$ cat config.mk
export PLATFORM = sky130hd
export DESIGN_NAME = alu_op_sequencer_flat
export DESIGN_NICKNAME = d
export VERILOG_FILES = /design/src/rtl/alu_op_sequencer_if.sv /design/src/rtl/alu_op_sequencer.sv /design/src/flat_wrapper.sv
export SDC_FILE = /design/constraint.sdc
export NUM_CORES = 1
export LEC_CHECK = 0
export ABC_CLOCK_PERIOD_IN_PS = 2300
export BUFFER_PORTS_ARGS = -buffer_cell sky130_fd_sc_hd__buf_2
export CAP_MARGIN = 20
export CORE_AREA = 4 4 78 80
export DETAILED_ROUTE_END_ITERATION = 8
export DIE_AREA = 0 0 82 84
export HOLD_SLACK_MARGIN = 0.08
export PLACE_DENSITY_LB_ADDON = 0.3
export SLEW_MARGIN = 10
export SYNTH_ARGS = -nofsm -noshare
export SYNTH_HDL_FRONTEND = slang
export SYNTH_SLANG_ARGS = --single-unit
$ cat constraint.sdc
create_clock -name input_CLK -period 2.3 [get_ports input_CLK]
set_input_delay 0.115 -clock input_CLK [delete_from_list [all_inputs] [get_ports input_CLK]]
set_output_delay 0.115 -clock input_CLK [all_outputs]
set_load 0.005 [all_outputs]
$ cat src/rtl/alu_op_sequencer_if.sv
// +--------------------------------------------------------------------+
// | alu_op_sequencer_if: operand/result bus between control, ALU and    |
// | the ALU op sequencer.                        Rev 1.0                |
// +--------------------------------------------------------------------+
`default_nettype none

interface alu_op_sequencer_if #(
  parameter int WIDTH = 16
);
  logic             input_Start;
  logic [2:0]       input_Op;
  logic [1:0]       input_Branch;
  logic [WIDTH-1:0] input_RegA;
  logic [WIDTH-1:0] input_RegB;
  logic [WIDTH-1:0] input_Imm;
  logic             input_UseImm;
  logic [WIDTH-1:0] output_ALU_A;
  logic [WIDTH-1:0] output_ALU_B;
  logic [2:0]       output_ALUOp;
  logic [WIDTH-1:0] input_ALUResult;
  logic             input_Zero;
  logic             input_Negative;
  logic [WIDTH-1:0] output_ALUOut;
  logic             output_Zero;
  logic             output_Negative;
  logic             output_BranchTaken;
  logic             output_IllegalOp;
  logic             output_Busy;
  logic             output_Done;

  modport master (
    output input_Start, input_Op, input_Branch, input_RegA, input_RegB,
    output input_Imm, input_UseImm, input_ALUResult, input_Zero, input_Negative,
    input  output_ALU_A, output_ALU_B, output_ALUOp, output_ALUOut,
    input  output_Zero, output_Negative, output_BranchTaken, output_IllegalOp,
    input  output_Busy, output_Done
  );

  modport slave (
    input  input_Start, input_Op, input_Branch, input_RegA, input_RegB,
    input  input_Imm, input_UseImm, input_ALUResult, input_Zero, input_Negative,
    output output_ALU_A, output_ALU_B, output_ALUOp, output_ALUOut,
    output output_Zero, output_Negative, output_BranchTaken, output_IllegalOp,
    output output_Busy, output_Done
  );
endinterface

`default_nettype wire

$ cat src/rtl/alu_op_sequencer.sv
// +--------------------------------------------------------------------+
// | alu_op_sequencer: IDLE/EXEC/DONE sequencer around an external ALU,  |
// | with operand latching, result/flag capture and branch decision.     |
// | Rev 1.0                                                             |
// +--------------------------------------------------------------------+
`default_nettype none

module alu_op_sequencer #(
  parameter int         WIDTH        = 16,
  parameter logic [2:0] SUB_OP       = 3'b001,
  parameter logic [2:0] MAX_LEGAL_OP = 3'b100
) (
  input  wire logic             input_CLK,
  input  wire logic             input_Reset_n,
  alu_op_sequencer_if.slave     bus
);

  typedef enum logic [1:0] {
    ST_IDLE = 2'd0,
    ST_EXEC = 2'd1,
    ST_DONE = 2'd2
  } state_t;

  localparam logic [1:0] c_BR_NONE = 2'b00;
  localparam logic [1:0] c_BR_BEQ  = 2'b01;
  localparam logic [1:0] c_BR_BNE  = 2'b10;
  localparam logic [1:0] c_BR_BLT  = 2'b11;

  state_t           r_state;
  state_t           w_next_state;
  logic             w_busy;
  logic             w_done;

  logic [WIDTH-1:0] r_alu_a;
  logic [WIDTH-1:0] r_alu_b;
  logic [2:0]       r_alu_op;
  logic [1:0]       r_branch;
  logic             r_illegal_lat;
  logic [WIDTH-1:0] r_alu_out;
  logic             r_zero;
  logic             r_negative;
  logic             r_branch_taken;
  logic             r_illegal;

  logic             w_req_illegal;
  logic             w_branch_taken;

  always_ff @(posedge input_CLK or negedge input_Reset_n) begin
    if (!input_Reset_n) begin
      r_state <= ST_IDLE;
    end else begin
      r_state <= w_next_state;
    end
  end

  always_comb begin
    w_next_state = r_state;
    w_busy       = 1'b0;
    w_done       = 1'b0;
    case (r_state)
      ST_IDLE: begin
        if (bus.input_Start) begin
          w_next_state = ST_EXEC;
        end
      end
      ST_EXEC: begin
        w_busy       = 1'b1;
        w_next_state = ST_DONE;
      end
      ST_DONE: begin
        w_busy       = 1'b1;
        w_done       = 1'b1;
        w_next_state = ST_IDLE;
      end
      default: begin
        w_next_state = ST_IDLE;
      end
    endcase
  end

  // Branch compares always run as subtract, so an out-of-range Op is harmless there.
  assign w_req_illegal = (bus.input_Branch == c_BR_NONE) && (bus.input_Op > MAX_LEGAL_OP);

  always_comb begin
    w_branch_taken = 1'b0;
    case (r_branch)
      c_BR_BEQ: w_branch_taken = bus.input_Zero;
      c_BR_BNE: w_branch_taken = ~bus.input_Zero;
      c_BR_BLT: w_branch_taken = bus.input_Negative;
      default:  w_branch_taken = 1'b0;
    endcase
  end

  always_ff @(posedge input_CLK or negedge input_Reset_n) begin
    if (!input_Reset_n) begin
      r_alu_a        <= '0;
      r_alu_b        <= '0;
      r_alu_op       <= 3'b000;
      r_branch       <= c_BR_NONE;
      r_illegal_lat  <= 1'b0;
      r_alu_out      <= '0;
      r_zero         <= 1'b0;
      r_negative     <= 1'b0;
      r_branch_taken <= 1'b0;
      r_illegal      <= 1'b0;
    end else begin
      case (r_state)
        ST_IDLE: begin
          if (bus.input_Start) begin
            r_alu_a       <= bus.input_RegA;
            r_alu_b       <= bus.input_UseImm ? bus.input_Imm : bus.input_RegB;
            r_alu_op      <= (bus.input_Branch != c_BR_NONE) ? SUB_OP : bus.input_Op;
            r_branch      <= bus.input_Branch;
            r_illegal_lat <= w_req_illegal;
          end
        end
        ST_EXEC: begin
          r_illegal <= r_illegal_lat;
          // An illegal op leaves the previous result and flags visible.
          if (!r_illegal_lat) begin
            r_alu_out      <= bus.input_ALUResult;
            r_zero         <= bus.input_Zero;
            r_negative     <= bus.input_Negative;
            r_branch_taken <= w_branch_taken;
          end
        end
        default: begin
        end
      endcase
    end
  end

  assign bus.output_ALU_A       = r_alu_a;
  assign bus.output_ALU_B       = r_alu_b;
  assign bus.output_ALUOp       = r_alu_op;
  assign bus.output_ALUOut      = r_alu_out;
  assign bus.output_Zero        = r_zero;
  assign bus.output_Negative    = r_negative;
  assign bus.output_BranchTaken = r_branch_taken;
  assign bus.output_IllegalOp   = r_illegal;
  assign bus.output_Busy        = w_busy;
  assign bus.output_Done        = w_done;

  // c_BR_BLT is covered by the case above; keep the name referenced for readers.
  logic w_unused;
  assign w_unused = (c_BR_BLT == 2'b11);

endmodule

`default_nettype wire

$ cat src/flat_wrapper.sv
// flat-port wrapper written by rule: the top's interface ports become plain ports
module alu_op_sequencer_flat 
#(
  parameter int         WIDTH        = 16,
  parameter logic [2:0] SUB_OP       = 3'b001,
  parameter logic [2:0] MAX_LEGAL_OP = 3'b100
)
  (input_CLK, input_Reset_n, bus_input_Start, bus_input_Op, bus_input_Branch, bus_input_RegA, bus_input_RegB, bus_input_Imm, bus_input_UseImm, bus_input_ALUResult, bus_input_Zero, bus_input_Negative, bus_output_ALU_A, bus_output_ALU_B, bus_output_ALUOp, bus_output_ALUOut, bus_output_Zero, bus_output_Negative, bus_output_BranchTaken, bus_output_IllegalOp, bus_output_Busy, bus_output_Done);
  alu_op_sequencer_if #(.WIDTH(WIDTH)) bus_i ();
  input  wire logic input_CLK;
  input  wire logic input_Reset_n;
  input wire logic [$bits(bus_i.input_Start)-1:0] bus_input_Start;
  input wire logic [$bits(bus_i.input_Op)-1:0] bus_input_Op;
  input wire logic [$bits(bus_i.input_Branch)-1:0] bus_input_Branch;
  input wire logic [$bits(bus_i.input_RegA)-1:0] bus_input_RegA;
  input wire logic [$bits(bus_i.input_RegB)-1:0] bus_input_RegB;
  input wire logic [$bits(bus_i.input_Imm)-1:0] bus_input_Imm;
  input wire logic [$bits(bus_i.input_UseImm)-1:0] bus_input_UseImm;
  input wire logic [$bits(bus_i.input_ALUResult)-1:0] bus_input_ALUResult;
  input wire logic [$bits(bus_i.input_Zero)-1:0] bus_input_Zero;
  input wire logic [$bits(bus_i.input_Negative)-1:0] bus_input_Negative;
  output wire logic [$bits(bus_i.output_ALU_A)-1:0] bus_output_ALU_A;
  output wire logic [$bits(bus_i.output_ALU_B)-1:0] bus_output_ALU_B;
  output wire logic [$bits(bus_i.output_ALUOp)-1:0] bus_output_ALUOp;
  output wire logic [$bits(bus_i.output_ALUOut)-1:0] bus_output_ALUOut;
  output wire logic [$bits(bus_i.output_Zero)-1:0] bus_output_Zero;
  output wire logic [$bits(bus_i.output_Negative)-1:0] bus_output_Negative;
  output wire logic [$bits(bus_i.output_BranchTaken)-1:0] bus_output_BranchTaken;
  output wire logic [$bits(bus_i.output_IllegalOp)-1:0] bus_output_IllegalOp;
  output wire logic [$bits(bus_i.output_Busy)-1:0] bus_output_Busy;
  output wire logic [$bits(bus_i.output_Done)-1:0] bus_output_Done;
  assign bus_i.input_Start = bus_input_Start;
  assign bus_i.input_Op = bus_input_Op;
  assign bus_i.input_Branch = bus_input_Branch;
  assign bus_i.input_RegA = bus_input_RegA;
  assign bus_i.input_RegB = bus_input_RegB;
  assign bus_i.input_Imm = bus_input_Imm;
  assign bus_i.input_UseImm = bus_input_UseImm;
  assign bus_i.input_ALUResult = bus_input_ALUResult;
  assign bus_i.input_Zero = bus_input_Zero;
  assign bus_i.input_Negative = bus_input_Negative;
  assign bus_output_ALU_A = bus_i.output_ALU_A;
  assign bus_output_ALU_B = bus_i.output_ALU_B;
  assign bus_output_ALUOp = bus_i.output_ALUOp;
  assign bus_output_ALUOut = bus_i.output_ALUOut;
  assign bus_output_Zero = bus_i.output_Zero;
  assign bus_output_Negative = bus_i.output_Negative;
  assign bus_output_BranchTaken = bus_i.output_BranchTaken;
  assign bus_output_IllegalOp = bus_i.output_IllegalOp;
  assign bus_output_Busy = bus_i.output_Busy;
  assign bus_output_Done = bus_i.output_Done;
  alu_op_sequencer #(.WIDTH(WIDTH), .SUB_OP(SUB_OP), .MAX_LEGAL_OP(MAX_LEGAL_OP)) u_core (.input_CLK(input_CLK), .input_Reset_n(input_Reset_n), .bus(bus_i));
endmodule
**Word-level counts from Yosys, hierarchy flattened**

Cells that the tools add are included.

- $lt $le $gt $ge: 1
- Multiplexer cells: 7
- Reduce and logical (&&, ||, !) cells: 7
- Equal/unequal tests: 6
- Bitwise gates (word level): 2

Operators with widths:

| kind | number |
|---|---|
| $mux W16 | 1 |
| $eq A2 B2 Y1 const B | 3 |
| $eq A2 B1 Y1 const B | 2 |
| $logic_not A2 Y1 | 2 |
| $pmux W2 S2 | 1 |
| $reduce_and A2 Y1 | 2 |
| $gt A3 B3 Y1 const B | 1 |
| $mux W3 | 1 |
| $pmux W1 S3 | 1 |
| $mux W1 | 2 |
| $mux W2 | 1 |
| $ne A2 B2 Y1 const B | 1 |
| $not A1 Y1 | 2 |
| $reduce_bool A2 Y1 | 1 |
| $reduce_or A2 Y1 | 1 |
| $logic_and A1 B1 Y1 | 1 |

- Register bits: 60
- Input bits: 75
- Word-level logic and storage cells: 34
- Output and inout bits: 57

**Depth between registers and ports, before layout**

- Depth in word-level cells: 3
- Depth in mapped cells: 7
- Mapped depth without buffers: 5

**Worst setup path before layout**

OpenSTA, ideal clock, no wires.

- Path type: in2reg
- Start: input u_core.r_state[0]
- End: register u_core.r_alu_a[10] (netlist: u_core.bus.output_ALU_A[10])
- Slack: 873 ps
- Library setup time: 125 ps
- Buffers on the path: 2
- Stages on the path: 7
- Data required time: 2175 ps
- Arrival time: 1302 ps
- Cells stage by stage: dfrtp_1 inv_1 ha_1 nand2_1 buf_6 buf_8 mux2_4

- Word-level cells in the longest chain between the ends: 2

Ends and longest elaborated chain:

| element | RTL line | source |
|---|---|---|
| start, declared | alu_op_sequencer.sv:29 | `state_t r_state;` |
| $logic_not A2 Y1 | alu_op_sequencer.sv:107 | `case (r_state)` |
| $reduce_and A2 Y1 (no source line) | - |  |
| end signal, assigned | alu_op_sequencer.sv:110 | `r_alu_a <= bus.input_RegA;` |
| end, declared | alu_op_sequencer.sv:34 | `logic [WIDTH-1:0] r_alu_a;` |

Every way passes these cells.
A chain may end at the register's enable or synchronous reset.

**Worst setup path in the final report**

- Start: input u_core.r_state[1]
- End: register u_core.r_alu_out[6] (netlist: u_core.bus.output_ALUOut[6])

- Word-level cells in the longest chain between the ends: 2

Ends and longest elaborated chain:

| element | RTL line | source |
|---|---|---|
| $eq A2 B1 Y1 | alu_op_sequencer.sv:107 |  |
| $reduce_and A2 Y1 (no source line) | - |  |
| end signal, assigned | alu_op_sequencer.sv:121 | `r_alu_out <= bus.input_ALUResult;` |
| end, declared | alu_op_sequencer.sv:39 | `logic [WIDTH-1:0] r_alu_out;` |

Every way passes these cells.

==> impl_metrics.json <==
{
  "pwr-share-comb_pct": 38.1,
  "synth_area_leaders": "dfrtp_1 59%, mux2_2 11%, mux2_4 7.7%",
  "r2r_cells": 5,
  "clk_pin_slew_ns": 0.07,
  "outcome": "finished clean",
  "cts_max_path_buffers": 2,
  "synth.top_cell.area_share_pct": 58.9,
  "startpoint_type": "register",
  "period_share_pct": 69.1,
  "die-area_mm2": 0.00689,
  "fmax_mhz": 629,
  "wl_per_cell_um": 14.3,
  "grt_setup_unrepaired": "false",
  "clk_latency_ns": 0.32,
  "antenna_found_initial": 0,
  "numPortBuffers": 131,
  "cts_tree": "done",
  "core-area_mm2": 0.00541,
  "finalSetupViolCount": 0,
  "synth.avg_cell_area_um2": 13.7,
  "critPathSlowestCell": "dfrtp_1",
  "grt-ovfl-total": 0,
  "hold_path_depth": 3,
  "yosysSeqAreaShare_pct": 58.9,
  "n_antenna_cell": 0,
  "track_usage_pct": 20.2,
  "r2r_setup_slack_ns": 0.71,
  "final_cell_area_mm2": 0.00401,
  "synth_area_mm2": 0.00255,
  "routed_wl_mm": 6.47,
  "drc": 0,
  "ios": 132,
  "gp_congestion": 0.700,
  "drtIter0Drc": 65,
  "die_w_um": 82,
  "root_buffer": "clkbuf_8",
  "dp_slack_ns": 0.704,
  "tns_ns": 0,
  "cts_htree_levels": 3,
  "yosys_warnings": 0,
  "fin_ws_ns": 0.710,
  "max_stage_delay_ns": 0.38,
  "clkPwrFrac_pct": 22.0,
  "syn2layout_area_growth_pct": 57.2,
  "seqPwrFrac_pct": 39.9,
  "required_ns": 2.50,
  "p_int_mw": 3.24,
  "first_global_vias": 2290,
  "slew_headroom_pct": 55.0,
  "hold_class": "in2reg",
  "nets": 454,
  "synth_cells": 186,
  "clock_skew_ns": 0.00751,
  "finalMaxSlewViolations": 0,
  "drt.antenna.violating_nets": 0,
  "peakVddDrop_uv": 551,
  "grt_max_degree": 57,
  "hold_viol_final": 0,
  "via_count": 2141,
  "placed_area_mm2": 0.00326,
  "ys_seq_elements": 60,
  "p_sw_mw": 1.41,
  "post_cts_buffers": 0,
  "postCtsHoldBufs": 53,
  "maxCapViolCount": 0,
  "arrival_ns": 1.79,
  "synth_largest_area_cell": "dfrtp_1",
  "dp_hpwl_mm": 4.16,
  "cts_resized": 0,
  "worst_pin_slew_ns": 0.676,
  "dr.pass1.iters": 4,
  "synth.distinct_cells": 22,
  "mostFrequentLayoutCells": "131 x buf_2, 60 x dfrtp_1, 53 x dlygate4sd3_1",
  "fp-row-count": 27,
  "initial_core_util_pct": 47.1,
  "drive_gt1_share_pct": 49.3,
  "path_max_fanout": 20,
  "power.density_mw_per_mm2": 1160,
  "endpoint_kind": "register",
  "layout_commonest_cell": "buf_2",
  "hold_slack_ns": 0.0945,
  "p_sw_share_pct": 30.3,
  "die_h_um": 84,
  "viasPerCell": 4.75,
  "path_class": "reg2reg",
  "syn_nets": 266,
  "fin_crit_ns": 1.59,
  "grt_pass1_wl_mm": 10.7,
  "cts_sinks": 60,
  "numCtsBuffers": 9,
  "p_leak_nw": 2.07,
  "crit_chain": "inv_1 -> ha_1 -> nor2b_1 -> buf_4 -> mux2_2"
}
[synth_stat cells]
cell type	number
a21oi_1	2
nor2b_1	1
o31ai_1	1
buf_4	3
o21ai_0	20
mux2i_1	16
or2b_1	1
inv_1	4
buf_2	2
clkbuf_1	1
buf_6	3
nand2_1	23
a22o_1	1
buf_8	1
mux2_4	13
o211ai_1	1
mux2_1	1
mux2_2	24
nor2_1	2
dfrtp_1	60
ha_1	5
nor3_1	1
[routing by layer]
metal | vias to the layer above | track usage [%] | wire (um)
li1 | 1017 | - | -
met3 | 16 | 5.18 | 475
met1 | 1018 | 23.3 | 2490
met4 | 0 | 8.91 | 146
met2 | 90 | 34.5 | 3360
met5 | - | 0 | 0
[power groups by stage]
stage | sequential [mW] | clock [mW] | combinational (mW)
after floorplan | 1.89 | 0 | 0.949
after global placement | 1.85 | 0 | 1.65
after detailed placement | 1.86 | 0 | 1.72
after CTS | 1.85 | 1.04 | 1.79
after global routing | 1.92 | 1.09 | 1.97
final | 1.86 | 1.02 | 1.77
[logic make-up (layout without fill, tap and decap cells)]
group,after synthesis,after routing,share of synthesized area [%]
AND/OR/NAND/NOR,28,28,4.42
flip-flops,60,60,58.9
multiplexers,54,54,25.0
AO/OA/AOI/OAI,25,25,5.26
adder cells (fa/ha/maj),5,5,2.46
buffers and inverters,14,207,3.93
[worst paths after layout]
check / start / end
setup / recovery: u_core.r_state[1] / u_core.bus.output_ALUOut[6]
hold / removal: bus_input_RegB[6] / u_core.bus.output_ALU_B[6]
setup reg to reg: u_core.r_state[1] / u_core.bus.output_ALUOut[6]
hold reg to reg: u_core.bus.output_ALU_B[13] / u_core.bus.output_ALU_B[13]
max in group asynchronous: input_Reset_n / u_core.bus.output_Negative
min in group asynchronous: input_Reset_n / u_core.bus.output_ALUOut[8]
[final cells by class]
cell class                 count  area (um2)
sequential                    60        1500
fill                         368        1400
timing repair buffer         187        1230
multi-input combinational    112         948
clock buffer                  11         141
tap                           72        90.1
clock inverter                 5        75.1
inverter                       4        15.0
[sequential cells by signal (all words and copies together) (netlist names)]
name	flops
u_core.bus.output_ALUOut	16
u_core.r_state	2
u_core.bus.output_ALU_A	16
u_core.bus.output_Zero	1
u_core.r_branch	2
u_core.bus.output_ALUOp	3
u_core.bus.output_Negative	1
u_core.r_illegal_lat	1
u_core.bus.output_ALU_B	16
u_core.bus.output_IllegalOp	1
u_core.bus.output_BranchTaken	1
[critical path, delay by kind of cell (launching register included)]
family | cells | cell delay, ns
simple gates | 1 | 0.13
buf+inv | 2 | 0.40
mux | 1 | 0.37
fa+ha+maj | 1 | 0.19
flops | 1 | 0.38
[stage by stage]
step | util (%) | std cells | total power, mW
global placement | 60.3 | 382 | 3.50
finish | 74.1 | 451 | 4.65
floorplan | - | 186 | 2.83
CTS | 74.1 | 451 | 4.68
global route | 74.1 | 451 | 4.98
detailed placement | 60.3 | 382 | 3.57
No activity file was read; power rests on OpenSTA's default activity.
